### src/rtl/uart_pkg.sv
// uart_pkg -- definitions shared by the UART receiver and the sibling transmitter.
//   DEFAULT_BAUD_DIV : clock cycles per bit (25 MHz / 115200)
//   rx_state_t       : receiver FSM states
//   EMPTY            : receiver output value when no byte is held
package uart_pkg;

    localparam int unsigned DEFAULT_BAUD_DIV = 217;

    typedef enum logic [1:0] {
        IDLE  = 2'd0,
        START = 2'd1,
        DATA  = 2'd2,
        STOP  = 2'd3
    } rx_state_t;

    localparam logic [15:0] EMPTY = 16'h8000;

endpackage

### src/rtl/uart_rx_sync.sv
// uart_rx_sync -- RX line synchronizer plus falling-edge detector.
//   clk   : clock
//   reset : synchronous active-high reset (flops preset to idle-high)
//   rx    : asynchronous serial line
//   rx_s  : synchronized line, SYNC_STAGES cycles behind rx
//   fall  : high for one cycle when rx_s goes 1 -> 0
module uart_rx_sync #(
    parameter int SYNC_STAGES = 2
) (
    input  logic clk,
    input  logic reset,
    input  logic rx,
    output logic rx_s,
    output logic fall
);

    logic [SYNC_STAGES-1:0] sync_q;
    logic                   prev_q;

    always_ff @(posedge clk) begin
        if (reset) begin
            sync_q <= '1;
            prev_q <= 1'b1;
        end else begin
            sync_q <= {sync_q[SYNC_STAGES-2:0], rx};
            prev_q <= sync_q[SYNC_STAGES-1];
        end
    end

    assign rx_s = sync_q[SYNC_STAGES-1];
    // prev_q starts high after reset, so a line already low at reset release
    // still looks like a fresh edge once it reaches the end of the chain.
    assign fall = prev_q & ~rx_s;

endmodule

### src/rtl/uart_rx.sv
// uart_rx -- 8N1 UART receiver with a single-byte holding register.
//   clk   : clock, all state on rising edge
//   reset : synchronous active-high reset
//   clear : consume held byte, out returns to EMPTY
//   RX    : asynchronous serial input, idle high, LSB first
//   out   : [15] empty, [14] framing error, [13:8] zero, [7:0] data
// Optional feature: define UART_RX_FRAMING_ERR_EN to check the stop bit;
// a bad stop bit then drops the byte and sets out[14].
module uart_rx
    import uart_pkg::*;
#(
    parameter int BAUD_DIV    = DEFAULT_BAUD_DIV,
    parameter int SYNC_STAGES = 2
) (
    input  logic        clk,
    input  logic        reset,
    input  logic        clear,
    input  logic        RX,
    output logic [15:0] out
);

    localparam logic [15:0] HALF_LAST = 16'(BAUD_DIV / 2 - 1);
    localparam logic [15:0] BIT_LAST  = 16'(BAUD_DIV - 1);

    rx_state_t   state, state_nxt;
    logic [15:0] cnt;
    logic [7:0]  shreg;
    logic [2:0]  bit_idx;
    logic        rx_s, fall;
    logic        half_hit, bit_hit, done;

    uart_rx_sync #(.SYNC_STAGES(SYNC_STAGES)) u_sync (
        .clk   (clk),
        .reset (reset),
        .rx    (RX),
        .rx_s  (rx_s),
        .fall  (fall)
    );

    assign half_hit = (cnt == HALF_LAST);
    assign bit_hit  = (cnt == BIT_LAST);
    // Stop-bit sample point; the byte lands in out on this edge.
    assign done     = (state == STOP) && bit_hit;

    always_ff @(posedge clk) begin
        if (reset) state <= IDLE;
        else       state <= state_nxt;
    end

    always_comb begin
        state_nxt = state;
        case (state)
            IDLE:  if (fall) state_nxt = START;
            // Line back high at mid start bit: treat as a glitch.
            START: if (half_hit) state_nxt = rx_s ? IDLE : DATA;
            DATA:  if (bit_hit && bit_idx == 3'd7) state_nxt = STOP;
            STOP:  if (bit_hit) state_nxt = IDLE;
            default: state_nxt = IDLE;
        endcase
    end

    // Counter, shifter and bit index
    always_ff @(posedge clk) begin
        if (reset) begin
            cnt     <= '0;
            shreg   <= '0;
            bit_idx <= '0;
        end else begin
            case (state)
                IDLE: begin
                    cnt     <= '0;
                    bit_idx <= '0;
                end
                START: cnt <= half_hit ? 16'd0 : cnt + 16'd1;
                DATA: begin
                    if (bit_hit) begin
                        cnt     <= '0;
                        shreg   <= {rx_s, shreg[7:1]};
                        bit_idx <= bit_idx + 3'd1;
                    end else begin
                        cnt <= cnt + 16'd1;
                    end
                end
                STOP: cnt <= bit_hit ? 16'd0 : cnt + 16'd1;
                default: cnt <= '0;
            endcase
        end
    end

    // Holding register: completion beats clear, unread bytes are overwritten.
    always_ff @(posedge clk) begin
        if (reset) begin
            out <= EMPTY;
        end else if (done) begin
`ifdef UART_RX_FRAMING_ERR_EN
            if (!rx_s) out[14] <= 1'b1;
            else       out     <= {1'b0, out[14], 6'b0, shreg};
`else
            out <= {8'h00, shreg};
`endif
        end else if (clear) begin
            out <= EMPTY;
        end
    end

endmodule
### config.mk
export PLATFORM = sky130hd
export DESIGN_NAME = uart_rx
export DESIGN_NICKNAME = d
export VERILOG_FILES = /design/src/rtl/uart_pkg.sv /design/src/rtl/uart_rx_sync.sv /design/src/rtl/uart_rx.sv
export SDC_FILE = /design/constraint.sdc
export NUM_CORES = 1
export LEC_CHECK = 0
export ABC_AREA = 0
export CORE_ASPECT_RATIO = 0.75
export CORE_UTILIZATION = 50
export DETAILED_ROUTE_END_ITERATION = 8
export GPL_TIMING_DRIVEN = 0
export PLACE_DENSITY = 0.75
export SYNTH_ARGS = -nofsm -noshare
export SYNTH_HDL_FRONTEND = slang
export SYNTH_SLANG_ARGS = --single-unit
### constraint.sdc
create_clock -name clk -period 1.65 [get_ports clk]
set_input_delay 0.165 -clock clk [delete_from_list [all_inputs] [get_ports clk]]
set_output_delay 0.165 -clock clk [all_outputs]
set_load 0.01 [all_outputs]
== After elaboration in Yosys (flattened, before gate mapping) ==
Index checks and enable logic that the tools add are counted.
Widths: inputs -> output; s select.
Storage, ports and cells
  register bits: 41
  input bits: 4
  logic and storage cells: 44
Operators by class
  $add $sub $neg: 2
  equal/unequal tests: 11
  muxes and demuxes: 13
  bitwise operators: 2
  reductions and logical operators: 9
Operators by type and width (count)
  $mux 16: 4
  $pmux 16 s3: 1
  $add 16x1->16 const B: 1
  $eq 16x7->1 const B: 1
  $eq 16x8->1 const B: 1
  $mux 2: 5
  $ne 2x2->1 const B: 5
  $pmux 2 s4: 1
  $pmux 3 s2: 1
  $eq 2x2->1 const B: 2
  $reduce_and 2->1: 2
  $reduce_and 4->1: 1
  $reduce_bool 2->1: 2
  $add 3x1->3 const B: 1
  $eq 3x3->1 const B: 1
  $mux 3: 1
  $eq 2x1->1 const B: 1
  $logic_and 1x1->1: 2
  $logic_not 2->1: 1
  $reduce_or 2->1: 1
  $and 1x1->1: 1
  $not 1->1: 1

== Logic depth before layout (Yosys ltp) ==
Gate-level depths: netlist (run 1).
  depth in word-level cells: 4
  mapped depth: 7

== By module ==
Synthesis (run 1) repeated with hierarchy kept, for this count alone.
Second synthesis, totals
  cell total of the unflattened synthesis: 199
  area, all modules: 1955.6 µm²
Modules (own cells, without submodules)
  uart_rx: times used 1, cells an instance 192, area an instance 1870.5 µm², seq. area each 760.7 µm²
  uart_rx_sync: times used 1, cells an instance 7, area an instance 85.1 µm², seq. area each 60.1 µm²

== Worst setup path after synthesis (run 1) ==
Ideal clock, no wire load.
  kind: register -> register
  start: register cnt[0]
  end: register cnt[15]
  library setup time: 115 ps
  data arrival time: 1522 ps
  data required time: 1535 ps
  path slack: 13 ps
  stages on the path, launching flop included: 7
  buffers on the path: 1
  clock period less this slack: 1637 ps
  cell sequence: dfxtp_1 > ha_1 > nor4bb_1 > nand4_1 > a22oi_2 > buf_6 > nor2_1
On the way
  cells in the longest elaborated chain, start to end: 3
Ends and longest elaborated chain
  start, declared: RTL line uart_rx.sv:26  | logic [15:0] cnt;
  start signal, assigned: RTL line uart_rx.sv:74  | START: cnt <= half_hit ? 16'd0 : cnt + 16'd1;
  start signal, assigned: RTL line uart_rx.sv:81  | cnt <= cnt + 16'd1;
  start signal, assigned: RTL line uart_rx.sv:84  | STOP: cnt <= bit_hit ? 16'd0 : cnt + 16'd1;
  $add 16x1->16 (tied with other cells): RTL line uart_rx.sv:74, uart_rx.sv:81, uart_rx.sv:84
  $mux 16 (on tied branches): RTL line uart_rx.sv:76, uart_rx.sv:84, uart_rx.sv:74
  $pmux 16 s3 *: RTL line uart_rx.sv:69  | case (state)
Mark *: on every way between the ends. The rest lies on a longest branch, timed or not.
A chain may end at the register's enable or synchronous reset.

== Final worst setup path (run 1) ==
  start: register cnt[0]
  end: register state[0]
On the way
  cells in the longest elaborated chain, start to end: 4
Ends and longest elaborated chain
  $eq 16x8->1: RTL line uart_rx.sv:41  | assign bit_hit = (cnt == BIT_LAST);
  $logic_and 1x1->1: RTL line uart_rx.sv:56  | DATA: if (bit_hit && bit_idx == 3'd7) state_nxt = STOP;
  $ne 2x2->1 (no line)
  $reduce_and 4->1 (no line) *
  end signal, assigned: RTL line uart_rx.sv:47  | else state <= state_nxt;
  end, declared: RTL line uart_rx.sv:25  | rx_state_t state, state_nxt;
Marked as above.

==> flow_summary.toml, run 1 <==
[die]
initial_core_utilization_pct = 54.6
fp.coreArea_um2 = 3450
std_cell_rows = 18
die_height_um = 55.1
die_area_um2 = 4020
die_width_um = 72.8
top_level_ports = 20

[setup_path]
worst-setup-path-type = "flip-flop to flip-flop"
setup.worst_path.start_class = "flip-flop"
r2r_cells = 7
worstSetupEndpointType = "flip-flop"
cpMaxStageDelayCell = "sky130_fd_sc_hd__dfxtp_2"
critPathRequiredTime_ns = 1.82
worst_path_most_repeated_cell = "sky130_fd_sc_hd__buf_4"
path_max_fanout = 4
worst_path_largest_cell_delay_ns = 0.36
worst-endpoint-arrival_ns = 1.78
crit_chain = "ha_2 -> nor4bb_2 -> nand4_1 -> buf_4 -> buf_4 -> o22ai_2 -> nor3_1"

[drt]
post_drt_via_cell_ratio = 5.27
post-route-drc-count = 0
drt_first_pass_iters = 4
first_iter_violations = 78
antenna_violating_nets_post_route = 0
wl_per_cell_um = 13.2
routed_wl_um = 3810
vias = 1522

[clocking]
tritoncts.num_buffers = 5
clock_insertion_delay_worst_skew_ns = 0.29
clock_tree.buffer_depth = 2
clk_root_buffer_cell = "sky130_fd_sc_hd__clkbuf_8"
tritoncts = "built"
numClockSinks = 41
htree_levels = 2
worst_setup_hold_path_clk_slew_ns = 0.08

[grt]
grt_pass1_vias = 1274
grtUsageMet3_pct = 4.89
maximum_number_of_pins_on_one_net_before_global_route_repair = 13
global_route.peak_usage_layer = "met2"
grt_use_total_pct = 20.3
grt_pass1_wl_um = 6040
antenna_found_initial = 0
grt.met1_usage_pct = 29.4
use_met2_pct = 29.4
globalRouteOverflowTotal = 0

[synth]
synth-async-reset-ratio_pct = 0
synth.yosys.seq_area_share_pct = 43.6
post_synth_main_area_contributors = "sky130_fd_sc_hd__dfxtp_1, sky130_fd_sc_hd__xnor2_1, sky130_fd_sc_hd__mux2i_1"
syn_area_um2 = 1880
dominant_cell_by_count_in_the_synthesized_netlist = "sky130_fd_sc_hd__dfxtp_1"
synth-warning-count = 0
synth.avg_cell_area_um2 = 9.22
synth.largest_area_cell = "sky130_fd_sc_hd__dfxtp_1"
synthesis.instances = 204
postSynthRegisterBits = 41
synth.top_cells.by_count = "sky130_fd_sc_hd__dfxtp_1, sky130_fd_sc_hd__nor2_1, sky130_fd_sc_hd__o21ai_0, sky130_fd_sc_hd__xnor2_1, sky130_fd_sc_hd__nand2b_1"
synth_largest_type_area_fraction_pct = 43.6
synth-edff-count = 0
ys_dominant_reg_cell = "sky130_fd_sc_hd__dfxtp_1"
synthDistinctLibCells = 40

[power]
netSwitchingFraction_pct = 20.5
netSwitchingPower_mw = 0.379
vdd_ir_drop_max_v = 0.000818
power_per_cell_area_nw_per_um2 = 788
power.internal_mw = 1.47
clock_power_share_pct = 42.1
seq_power_share_pct = 54.0
pwr-share-comb_pct = 3.9
cellLeakagePower_nw = 0.753

[timing]
grt_setup_unrepaired = "true"
timing.final.crit_period_ns = 1.60
report.final.slew_viol_count = 0
clock.fmax_mhz = 624
min_period_over_period_pct = 97.2
finalHoldViolations = 0
setup_viol = 0
clock_skew_ns = 0.0134

[final_layout]
design.final.nets = 247
fin_cells = 289
post-route-util_pct = 67.9
syn2layout_area_growth_pct = 24.4
antenna_cells_inserted = 0
final_layout_size_suffix_gt1_share_pct = 25.1

[placed_design]
gp_congestion = 0.824
io_buffer_count = 10
hpwl_detailed_um = 2460
dp.cells = 270

[job]
drv.max_cap_violation_count = 0

[run_status]
outcome = "completed"

[hold_path]
worstHoldPathType = "input port to flip-flop"
worst_hold_path.num_cells = 2
==> registers in the layout, indices dropped and copies added, names as in the netlist, named ones only <==
register       flops
cnt               16
out                9
shreg              8
bit_idx            3
u_sync.sync_q      2
state              1
u_sync.prev_q      1
==> critical path: cells and delay by family (launching register included) <==
kind | cells | cell delay [ns]
simple gates | 3 | 0.47
flops | 1 | 0.36
buf+inv | 2 | 0.32
fa+ha+maj | 1 | 0.18
compound gates | 1 | 0.17
==> final cells by class <==
| type | instances | area (µm²) |
|---|---|---|
| tap | 50 | 62.6 |
| buffer | 16 | 105 |
| clock inverter | 2 | 35.0 |
| clock buffer | 5 | 68.8 |
| fill | 267 | 1100 |
| multi-input combinational | 146 | 1010 |
| inverter | 7 | 26.3 |
| timing repair buffer | 22 | 201 |
| sequential | 41 | 828 |
==> routing by layer <==
| layer | routed length (µm) | part of all wire, % | vias up |
|---|---|---|---|
| li1 | - | - | 768 |
| met1 | 1950 | 51 | 710 |
| met2 | 1620 | 42 | 39 |
| met3 | 200 | 5.2 | 5 |
| met4 | 43 | 1.1 | 0 |
| met5 | 0 | 0 | - |
==> stage by stage <==
step	power, mW	setup TNS [ns]	hold slack, ns	worst slack, ns	area, µm²
after floorplan	1.07	0	0.269	0.0132	1900
after global placement	1.08	-3.17	0.393	-0.243	2070
after detailed placement	1.08	-3.45	0.394	-0.257	2070
after CTS	1.86	0	0.326	0.00307	2260
after global routing	1.91	-0.192	0.408	-0.0487	2340
final	1.85	0	0.357	0.0469	2340
==> final timing paths <==
| kind | from | to | slack [ns] |
|---|---|---|---|
| setup / recovery | cnt[0] | state[0] | 0.05 |
| hold / removal | reset | u_sync.prev_q | 0.36 |
| setup reg to reg | cnt[0] | state[0] | 0.05 |
| hold reg to reg | u_sync.sync_q[0] | u_sync.sync_q[1] | 0.41 |
==> cells by family (layout without fill, tap and decap cells) <==
logic type / after synthesis / in the layout / share of synthesized area [%]
other: 1 / 7 / 0.199
AND/OR/NAND/NOR: 87 / 87 / 28.0
multiplexers: 8 / 8 / 4.26
flip-flops: 41 / 41 / 43.6
AO/OA/AOI/OAI: 26 / 26 / 8.11
XOR/XNOR: 14 / 14 / 6.52
buffers and inverters: 23 / 52 / 6.65
adder cells (fa/ha/maj): 4 / 4 / 2.66
==> cells in the final DEF (no fill, tap or decap), types with 4 or more instances in the layout <==
master | netlist | final
sky130_fd_sc_hd__clkbuf_8 | 0 | 5
sky130_fd_sc_hd__buf_6 | 1 | 5
sky130_fd_sc_hd__nor3b_1 | 8 | 8
sky130_fd_sc_hd__buf_4 | 7 | 16
sky130_fd_sc_hd__nand2b_1 | 10 | 10
sky130_fd_sc_hd__nor4_1 | 5 | 4
sky130_fd_sc_hd__nor3_1 | 4 | 4
sky130_fd_sc_hd__nand2_1 | 8 | 8
sky130_fd_sc_hd__nor2_1 | 21 | 18
sky130_fd_sc_hd__nand3_1 | 8 | 7
sky130_fd_sc_hd__conb_1 | 1 | 7
sky130_fd_sc_hd__o21ai_1 | 4 | 5
sky130_fd_sc_hd__or2_2 | 4 | 4
sky130_fd_sc_hd__dfxtp_2 | 0 | 6
sky130_fd_sc_hd__mux2i_1 | 8 | 8
sky130_fd_sc_hd__nand4_1 | 8 | 8
sky130_fd_sc_hd__clkdlybuf4s50_1 | 0 | 10
sky130_fd_sc_hd__xnor2_1 | 12 | 12
sky130_fd_sc_hd__o21ai_0 | 14 | 13
sky130_fd_sc_hd__dfxtp_1 | 41 | 35
sky130_fd_sc_hd__inv_1 | 7 | 5
==> power groups by stage <==
stage | combinational [mW] | clock, mW | sequential (mW)
5_1_grt | 0.0794 | 0.838 | 0.997
2_1_floorplan | 0.0502 | 0 | 1.02
3_3_place_gp | 0.0616 | 0 | 1.02
6_report | 0.0725 | 0.776 | 0.996
4_1_cts | 0.0670 | 0.792 | 0.996
3_5_place_dp | 0.0620 | 0 | 1.02
==> what timing repair did <==
action | in CTS | in global routing
setup endpoints to repair | 25 | 30
hold buffers | 0 | 0
gates cloned | 1 | 0
buffers inserted | 6 | 5
resized for setup | 15 | 13
endpoints found under the hold margin | 0 | 0
pin swaps | 8 | 2
Note: power is estimated with default switching activity, not from simulation.
==> inputs of run 2 (changes only) <==
Settings changed: REMOVE_ABC_BUFFERS from default to 1, SETUP_SLACK_MARGIN from default to 0.4.
==> run 2 against run 1 <==
  * Die area stayed put
  * Cell area rose by 1.3%
  * Sequential power hardly changed
  * Global-route usage rose by 2.3 points
  * Clock power increased by 7.7%
  * Fmax decreased by 6.0%
  * Critical endpoint is now cnt[4]
  * Sequential share of layout area shrank 0.097 points
  * The flow now finishes with violations (negative setup slack)
  * Critical path type unchanged
==> flow_summary.toml, run 2 (synthesis gave the netlist of run 1 again) <==
[run_status]
outcome = "finished, violations left"
violated_checks = "negative setup slack"

[die]
die_width_um = 72.8
std_cell_rows = 18
die_height_um = 55.1
top_level_ports = 20
initial_core_utilization_pct = 54.6
fp.coreArea_um2 = 3450
die_area_um2 = 4020

[hold_path]
worstHoldPathType = "flip-flop to flip-flop"

[setup_path]
worst_path_largest_cell_delay_ns = 0.36
cpMaxStageDelayCell = "sky130_fd_sc_hd__dfxtp_4"
crit_chain = "nor4_4 -> buf_4 -> nand4_1 -> a22oi_2 -> buf_4 -> nor2_1"
worst-setup-path-type = "flip-flop to flip-flop"
worst_path_most_repeated_cell = "sky130_fd_sc_hd__buf_4"
worst-endpoint-arrival_ns = 1.89
worstSetupEndpointType = "flip-flop"
setup.worst_path.start_class = "flip-flop"
path_max_fanout = 5
critPathRequiredTime_ns = 1.84

[job]
drv.max_cap_violation_count = 0

[drt]
post_drt_via_cell_ratio = 5.75
post-route-drc-count = 0
wl_per_cell_um = 15.9
vias = 1616
first_iter_violations = 133
routed_wl_um = 4470
drt_first_pass_iters = 4
antenna_violating_nets_post_route = 0

[grt]
globalRouteOverflowTotal = 0
grt_pass1_vias = 1394
antenna_found_initial = 0
maximum_number_of_pins_on_one_net_before_global_route_repair = 28
grt_pass1_wl_um = 6690
grt_use_total_pct = 22.6

[final_layout]
layout.cells.most_common_list = "sky130_fd_sc_hd__dfxtp_1, sky130_fd_sc_hd__nor2_1, sky130_fd_sc_hd__xnor2_1"
largest_register_ffs = 16
fin_cells = 281
biggestRegsByFlops = "cnt: 16 flops, out: 9 flops, shreg: 8 flops"
most_frequent_standard_cell_in_the_layout_excluding_fill_and_tap_cells = "sky130_fd_sc_hd__dfxtp_1"
design.final.nets = 238
design_area_um2 = 2370
largest-register = "cnt"
syn2layout_area_growth_pct = 26.1
antenna_cells_inserted = 0
final_layout_size_suffix_gt1_share_pct = 26.4

[clocking]
worst_setup_hold_path_clk_slew_ns = 0.08
clock_insertion_delay_worst_skew_ns = 0.29
numClockSinks = 41
htree_levels = 2
tritoncts = "built"
cts_hold_buffers = 0
clock_tree.buffer_depth = 2
clk_root_buffer_cell = "sky130_fd_sc_hd__clkbuf_8"
tritoncts.num_buffers = 5

[timing]
min_period_over_period_pct = 103
timing.final.crit_period_ns = 1.71
finalHoldViolations = 0
clock_skew_ns = 0.00845
grt_setup_unrepaired = "true"
report.final.slew_viol_count = 0
slew_headroom_pct = 44.0
timing_worst_slew_pin_value_ns = 0.839
clock.fmax_mhz = 586
totalNegativeSetupSlack_ns = -0.720
setup_viol = 16
worst_slack_ns = -0.0559

[power]
cellLeakagePower_nw = 0.786
power_per_cell_area_nw_per_um2 = 796
vdd_ir_drop_max_v = 0.000899

[placed_design]
io_buffer_count = 12
post_dp_cell_area_um2 = 1990
hpwl_detailed_um = 2530
dp.cells = 256
gp_congestion = 0.901
## run 2: cell types whose count changed in the layout (fill, tap and decap cells not counted), moves of 2 or more
cell,previous run,this run
sky130_fd_sc_hd__buf_2,2,0
sky130_fd_sc_hd__buf_4,16,10
sky130_fd_sc_hd__clkbuf_1,3,0
sky130_fd_sc_hd__clkdlybuf4s50_1,10,2
sky130_fd_sc_hd__dfxtp_1,35,32
sky130_fd_sc_hd__dfxtp_4,0,2
sky130_fd_sc_hd__dlygate4sd2_1,0,10
sky130_fd_sc_hd__nor2_1,18,14
sky130_fd_sc_hd__nor2_2,3,7
sky130_fd_sc_hd__o21ai_0,13,8
sky130_fd_sc_hd__o21ai_1,5,10
## run 2: area by class of cell
cell class,count,area (µm²)
Clock buffer,6,82.6
Sequential cell,41,837
Clock inverter,2,37.5
Tap cell,50,62.6
Multi-Input combinational cell,148,1080
Fill cell,239,1070
Inverter,7,26.3
Timing Repair Buffer,27,248
## run 2: timing repair
item	CTS	global route
setup endpoints to repair	50	38
gates cloned	1	2
buffers inserted	12	2
pin swaps	9	8
resized for setup	36	19
## run 2: routing by layer
| metal | track usage, % | vias to the layer above | part of all wire [%] |
|---|---|---|---|
| li1 | - | 757 | - |
| met1 | 29.3 | 772 | 45 |
| met2 | 37.4 | 74 | 47 |
| met3 | 6.16 | 13 | 6.3 |
| met4 | 7.19 | 0 | 1.5 |
| met5 | 0 | - | 0 |
## run 2: final timing paths
| kind | startpoint | endpoint | slack (ns) | depth (start not counted) |
|---|---|---|---|---|
| max | cnt[10] | cnt[4] | -0.06 | 6 |
| min | u_sync.sync_q[0] | u_sync.sync_q[1] | 0.42 | 1 |
| max reg2reg | cnt[10] | cnt[4] | -0.06 | 6 |
| min reg2reg | u_sync.sync_q[0] | u_sync.sync_q[1] | 0.42 | 1 |
## run 2: critical path, delay by kind of cell, from the launching register on
| family | cells | cell delay [ns] |
|---|---|---|
| flops | 1 | 0.36 |
| buf+inv | 2 | 0.39 |
| simple gates | 3 | 0.50 |
| compound gates | 1 | 0.35 |
## run 2: power by group
part	switching (mW)	leakage (nW)	internal [mW]
registers	0.00679	0.336	0.991
logic	0.0348	0.393	0.0213
clock network	0.344	0.0574	0.492
total	0.385	0.786	1.50
## run 2: stage by stage
stage	hold slack (ns)	utilization, %	setup WS [ns]	power [mW]
after detailed placement	0.401	57.7	-0.606	1.07
after floorplan	0.234	-	-0.0400	1.04
after CTS	0.421	66.4	0.0799	1.89
after global placement	0.396	57.7	-0.502	1.06
after global routing	0.428	68.8	-0.139	1.95
final	0.421	68.8	-0.0559	1.89
